--- src/rtl/shift_add_multiplier_if.sv ---
// Operand/product handshake bundle for the iterative multiplier.
// master drives operands and out_ready, slave returns the product.
interface shift_add_multiplier_if #(
  parameter int xlen = 64
);
  logic              in_valid;
  logic              in_ready;
  logic [xlen-1:0]   a;
  logic [xlen-1:0]   b;
  logic              kill;
  logic              out_valid;
  logic              out_ready;
  logic [2*xlen-1:0] product;

  modport master (
    output in_valid,
    output a,
    output b,
    output kill,
    output out_ready,
    input  in_ready,
    input  out_valid,
    input  product
  );

  modport slave (
    input  in_valid,
    input  a,
    input  b,
    input  kill,
    input  out_ready,
    output in_ready,
    output out_valid,
    output product
  );
endinterface

--- src/rtl/shift_add_multiplier.sv ---
// Iterative unsigned shift-and-add multiplier around a ripple adder.
// One add-and-shift step per cycle, full 2*xlen-bit product.
module ripple_carry_adder #(
  parameter int xlen = 64
) (
  input  logic [xlen-1:0] a,
  input  logic [xlen-1:0] b,
  input  logic            carry_in,
  output logic [xlen-1:0] sum,
  output logic            carry_out
);
  logic [xlen:0] c;

  assign c[0] = carry_in;

  for (genvar i = 0; i < xlen; i++) begin : g_fa
    logic p;
    assign p        = a[i] ^ b[i];
    assign sum[i]   = p ^ c[i];
    assign c[i+1]   = (a[i] & b[i]) | (c[i] & p);
  end

  assign carry_out = c[xlen];
endmodule

module shift_add_multiplier #(
  parameter int xlen = 64
) (
  input  logic                 clk,
  input  logic                 rstn,
  shift_add_multiplier_if.slave bus
);
  localparam int CW = $clog2(xlen);
  localparam logic [CW-1:0] LAST = CW'(xlen - 1);

  typedef enum logic [1:0] {
    IDLE,
    RUN,
    DONE
  } state_t;

  state_t            state;
  state_t            state_n;
  logic [CW-1:0]     count;
  logic [CW-1:0]     count_n;
  logic [xlen-1:0]   m;
  logic [xlen-1:0]   m_n;
  logic [2*xlen-1:0] p;
  logic [2*xlen-1:0] p_n;

  logic [xlen-1:0]   sum;
  logic              carry;
  logic [xlen:0]     hi;
  logic [2*xlen-1:0] p_step;

  ripple_carry_adder #(
    .xlen(xlen)
  ) u_add (
    .a        (p[2*xlen-1:xlen]),
    .b        (m),
    .carry_in (1'b0),
    .sum      (sum),
    .carry_out(carry)
  );

  // Carry lands in the top bit after the shift, so it is never lost.
  assign hi     = p[0] ? {carry, sum}
                       : {1'b0, p[2*xlen-1:xlen]};
  assign p_step = {hi, p[xlen-1:1]};

  always_ff @(posedge clk or negedge rstn) begin
    if (!rstn) begin
      state <= IDLE;
      count <= '0;
      m     <= '0;
      p     <= '0;
    end else begin
      state <= state_n;
      count <= count_n;
      m     <= m_n;
      p     <= p_n;
    end
  end

  always_comb begin
    state_n = state;
    count_n = count;
    m_n     = m;
    p_n     = p;
    unique case (state)
      IDLE: begin
        if (bus.in_valid) begin
          m_n     = bus.a;
          p_n     = {{xlen{1'b0}}, bus.b};
          count_n = '0;
          state_n = RUN;
        end
      end
      RUN: begin
        p_n     = p_step;
        count_n = count + CW'(1);
        if (count == LAST) begin
          state_n = DONE;
        end
      end
      DONE: begin
        if (bus.out_ready) begin
          state_n = IDLE;
        end
      end
      default: begin
        state_n = IDLE;
      end
    endcase
    if (bus.kill) begin
      state_n = IDLE;
      count_n = '0;
      m_n     = m;
      p_n     = p;
    end
  end

  assign bus.in_ready  = (state == IDLE);
  assign bus.out_valid = (state == DONE);
  assign bus.product   = p;
endmodule
--- src/flat_wrapper.sv ---
// flat-port wrapper written by rule: the top's interface ports become plain ports
module shift_add_multiplier_flat 
#(
  parameter int xlen = 64
)
  (clk, rstn, bus_in_valid, bus_a, bus_b, bus_kill, bus_out_ready, bus_in_ready, bus_out_valid, bus_product);
  shift_add_multiplier_if #(.xlen(xlen)) bus_i ();
  input  logic clk;
  input  logic rstn;
  input wire logic [$bits(bus_i.in_valid)-1:0] bus_in_valid;
  input wire logic [$bits(bus_i.a)-1:0] bus_a;
  input wire logic [$bits(bus_i.b)-1:0] bus_b;
  input wire logic [$bits(bus_i.kill)-1:0] bus_kill;
  input wire logic [$bits(bus_i.out_ready)-1:0] bus_out_ready;
  output wire logic [$bits(bus_i.in_ready)-1:0] bus_in_ready;
  output wire logic [$bits(bus_i.out_valid)-1:0] bus_out_valid;
  output wire logic [$bits(bus_i.product)-1:0] bus_product;
  assign bus_i.in_valid = bus_in_valid;
  assign bus_i.a = bus_a;
  assign bus_i.b = bus_b;
  assign bus_i.kill = bus_kill;
  assign bus_i.out_ready = bus_out_ready;
  assign bus_in_ready = bus_i.in_ready;
  assign bus_out_valid = bus_i.out_valid;
  assign bus_product = bus_i.product;
  shift_add_multiplier #(.xlen(xlen)) u_core (.clk(clk), .rstn(rstn), .bus(bus_i));
endmodule
--- config.mk ---
export PLATFORM = sky130hd
export DESIGN_NAME = shift_add_multiplier_flat
export DESIGN_NICKNAME = d
export VERILOG_FILES = /design/src/rtl/shift_add_multiplier_if.sv /design/src/rtl/shift_add_multiplier.sv /design/src/flat_wrapper.sv
export SDC_FILE = /design/constraint.sdc
export NUM_CORES = 1
export LEC_CHECK = 0
export ABC_AREA = 1
export CORE_ASPECT_RATIO = 0.9
export CORE_MARGIN = 2
export CORE_UTILIZATION = 30
export DETAILED_ROUTE_END_ITERATION = 16
export GPL_ROUTABILITY_DRIVEN = 0
export PLACE_DENSITY = 0.49
export SLEW_MARGIN = 5
export SYNTH_ARGS = -nofsm -noshare
export SYNTH_HDL_FRONTEND = slang
export SYNTH_SLANG_ARGS = --single-unit
--- constraint.sdc ---
create_clock -name clk -period 38.9 [get_ports clk]
set_input_delay 7.78 -clock clk [delete_from_list [all_inputs] [get_ports clk]]
set_output_delay 7.78 -clock clk [all_outputs]
set_load 0.02 [all_outputs]
==> impl_metrics.env <==
export IMPL_drc=0
export IMPL_max_stage_delay_ps=450
export IMPL_grt_pass1_wl_um=47300
export IMPL_filler_cell_count=3447
export IMPL_postLayoutCoreUtil_pct=40.8
export IMPL_vdd_ir_drop_max_v=0.0000344
export IMPL_fp_row_count=64
export IMPL_cts_tree="built"
export IMPL_hold_violations=0
export IMPL_drt_total_wl_um=28600
export IMPL_crit_fanout=3
export IMPL_syn_to_final_growth_pct=33.7
export IMPL_layout_min_cycle_time_ps=28090
export IMPL_cts_buffers=17
export IMPL_clock_sinks=200
export IMPL_final_setup_skew_ps=13.6
export IMPL_dp_hpwl_um=19300
export IMPL_critPathLaunchType="register"
export IMPL_vias=8361
export IMPL_start_util_pct=30.5
export IMPL_hold_class="reg2reg"
export IMPL_rsz0062_at_grt="no"
export IMPL_syn_avg_cell_area_um2=8.87
export IMPL_grt_overflow=0
export IMPL_insertion_delay_ps=440
export IMPL_arrival_ps=28370
export IMPL_finalSetupTns_ps=0
export IMPL_path_buf_inv=2
export IMPL_grt_usage_pct=16.4
export IMPL_fmax_ghz=0.0356
export IMPL_root_buffer="clkbuf_16"
export IMPL_yosysWarningCount=0
export IMPL_drt_antenna_violating_nets=0
export IMPL_boundaryPins=263
export IMPL_cts_resized=0
export IMPL_syn_inst=1171
export IMPL_diodes=0
export IMPL_fp_dieH_um=181
export IMPL_synth_cell_types=21
export IMPL_slew_headroom_pct=24.7
export IMPL_ys_seq_area_share_pct=48.2
export IMPL_core_area_mm2=0.0340
export IMPL_grt_pass1_vias=8417
export IMPL_ys_ff_latch=200
export IMPL_vias_per_cell=4.50
export IMPL_cpLargestDelayFamily="adder cells"
export IMPL_nets=1583
export IMPL_power_leakage_nw=6.09
export IMPL_fp_dieArea_mm2=0.0361
export IMPL_antenna_found_initial=0
export IMPL_clk_pin_slew_worst_paths_ps=70
export IMPL_port_buffers=262
export IMPL_endpoint_kind="register"
export IMPL_worstMarginPinSlew_ps=1130
export IMPL_grt_max_degree=173
export IMPL_post_cts_setup_buffers=0
export IMPL_worst_slack_ps=10810
export IMPL_p_per_area_mw_per_mm2=79.0
export IMPL_firstDrtPassIters=4
export IMPL_critical_path_class="reg2reg"
export IMPL_wl_per_cell_um=15.4
export IMPL_netlist_area_mm2=0.0104
export IMPL_status="complete, no violations"
export IMPL_cts_buffer_depth=2
export IMPL_cp_required_ps=39190
export IMPL_drive_gt1_share_pct=3.36
export IMPL_finalSetupViolations=0
export IMPL_synth_nets=1369
export IMPL_slew_violations=0
export IMPL_cts_max_level=4
export IMPL_cpMaxStageDelayCell="fa_1"
export IMPL_post_route_period_util_pct=72.2
export IMPL_drt_initial_drc_count=362
export IMPL_ctsHoldBuffers=0
export IMPL_dpl_worst_slack_ps=10610
export IMPL_cp_common_cell="fa_1"
export IMPL_die_x_um=200
export IMPL_max_cap_violations=0
[power breakdown]
part	internal, mW	total, mW	switching (mW)	leakage, nW
sequential	0.296	0.380	0.0837	2.45
combinational	0.236	0.535	0.299	3.37
clock	0.0965	0.181	0.0850	0.275
total	0.629	1.10	0.468	6.09
[per-stage QoR]
stage	cell area [um2]	hold WS [ps]	instances	power, mW
after global routing	13900	526	1860	1.20
after floorplan	10400	457	1171	0.693
after CTS	13900	511	1860	1.12
after global placement	13300	476	1828	0.922
after detailed placement	13300	493	1828	0.929
final	13900	509	1860	1.10
[cells in the mapped netlist, drive strengths merged]
cell type / number / area share, %
buf: 55 / 3.0
dfrtp: 200 / 48
fa: 63 / 12
clkbuf: 21 / 0.77
nand2: 156 / 5.6
a21oi: 65 / 3.1
nand3b: 1 / 0.072
inv: 140 / 5.1
nand4: 1 / 0.060
o211ai: 65 / 4.7
o21ai: 192 / 9.3
nor2: 203 / 7.4
nand3: 7 / 0.34
ha: 2 / 0.24
[final cells by class]
class | count | area, um2 | share of cell area, %
flip-flops and latches | 200 | 5010 | 36.1
multi-input cells | 755 | 4490 | 32.3
repair buffers | 271 | 2710 | 19.5
well taps | 462 | 578 | 4.16
inverters | 140 | 526 | 3.78
clock buffers | 21 | 440 | 3.17
clock inverters | 11 | 139 | 1.00
[worst paths after layout]
check	to	cells after the start	slack [ps]	start
max in group asynchronous	u_core.bus.product[8]$_DFFE_PN0P_	2	30190	rstn
min in group asynchronous	u_core.bus.product[103]$_DFFE_PN0P_	1	7290	rstn
max reg2reg	u_core.bus.product[126]$_DFFE_PN0P_	68	10810	u_core.bus.product[64]$_DFFE_PN0P_
max	u_core.bus.product[126]$_DFFE_PN0P_	68	10810	u_core.bus.product[64]$_DFFE_PN0P_
min reg2reg	u_core.m[56]$_DFFE_PN0P_	2	510	u_core.m[56]$_DFFE_PN0P_
min	u_core.m[56]$_DFFE_PN0P_	2	510	u_core.m[56]$_DFFE_PN0P_
[sequential cells by signal, summed over array words and instances (netlist names)]
signal	cells
u_core.m	64
u_core.state	2
u_core.bus.product	128
u_core.count	6
[routing by layer]
| metal | vias up | track usage, % | wire [um] |
|---|---|---|---|
| li1 | 4192 | - | - |
| met1 | 3996 | 23.0 | 13800 |
| met2 | 155 | 25.9 | 13200 |
| met3 | 18 | 3.47 | 1130 |
| met4 | 0 | 4.18 | 443 |
| met5 | - | 0 | 0 |
[tightest hold or removal path, stage by stage (launching register included)]
cell and delay [ps]:
dfrtp_1 370, nand2_1 50, o21ai_0 60
[cells in the final DEF, fill, tap and decap left out, types with 4 or more instances in the layout]
cell,Yosys,final
clkbuf_1,20,4
nand3_1,7,6
fa_1,63,63
buf_4,12,8
o21ai_1,62,62
o211ai_1,65,65
nand2_1,156,155
a21oi_1,65,65
clkdlybuf4s50_1,0,261
dfrtp_1,200,199
o21ai_0,130,130
nor2_1,200,200
inv_1,137,137
clkbuf_16,0,17
[logic make-up (layout without fill, tap and decap cells)]
family                     count (synthesis)  after routing  synth area share [%]
adders and majority gates                 65             65                  12.4
DFF                                      200            200                  48.2
buffers and inverters                    216            443                  8.82
and+or+nand+nor                          368            368                  13.5
AOI/OAI and AO/OA                        322            322                  17.1
(Power assumes the default switching activity.)
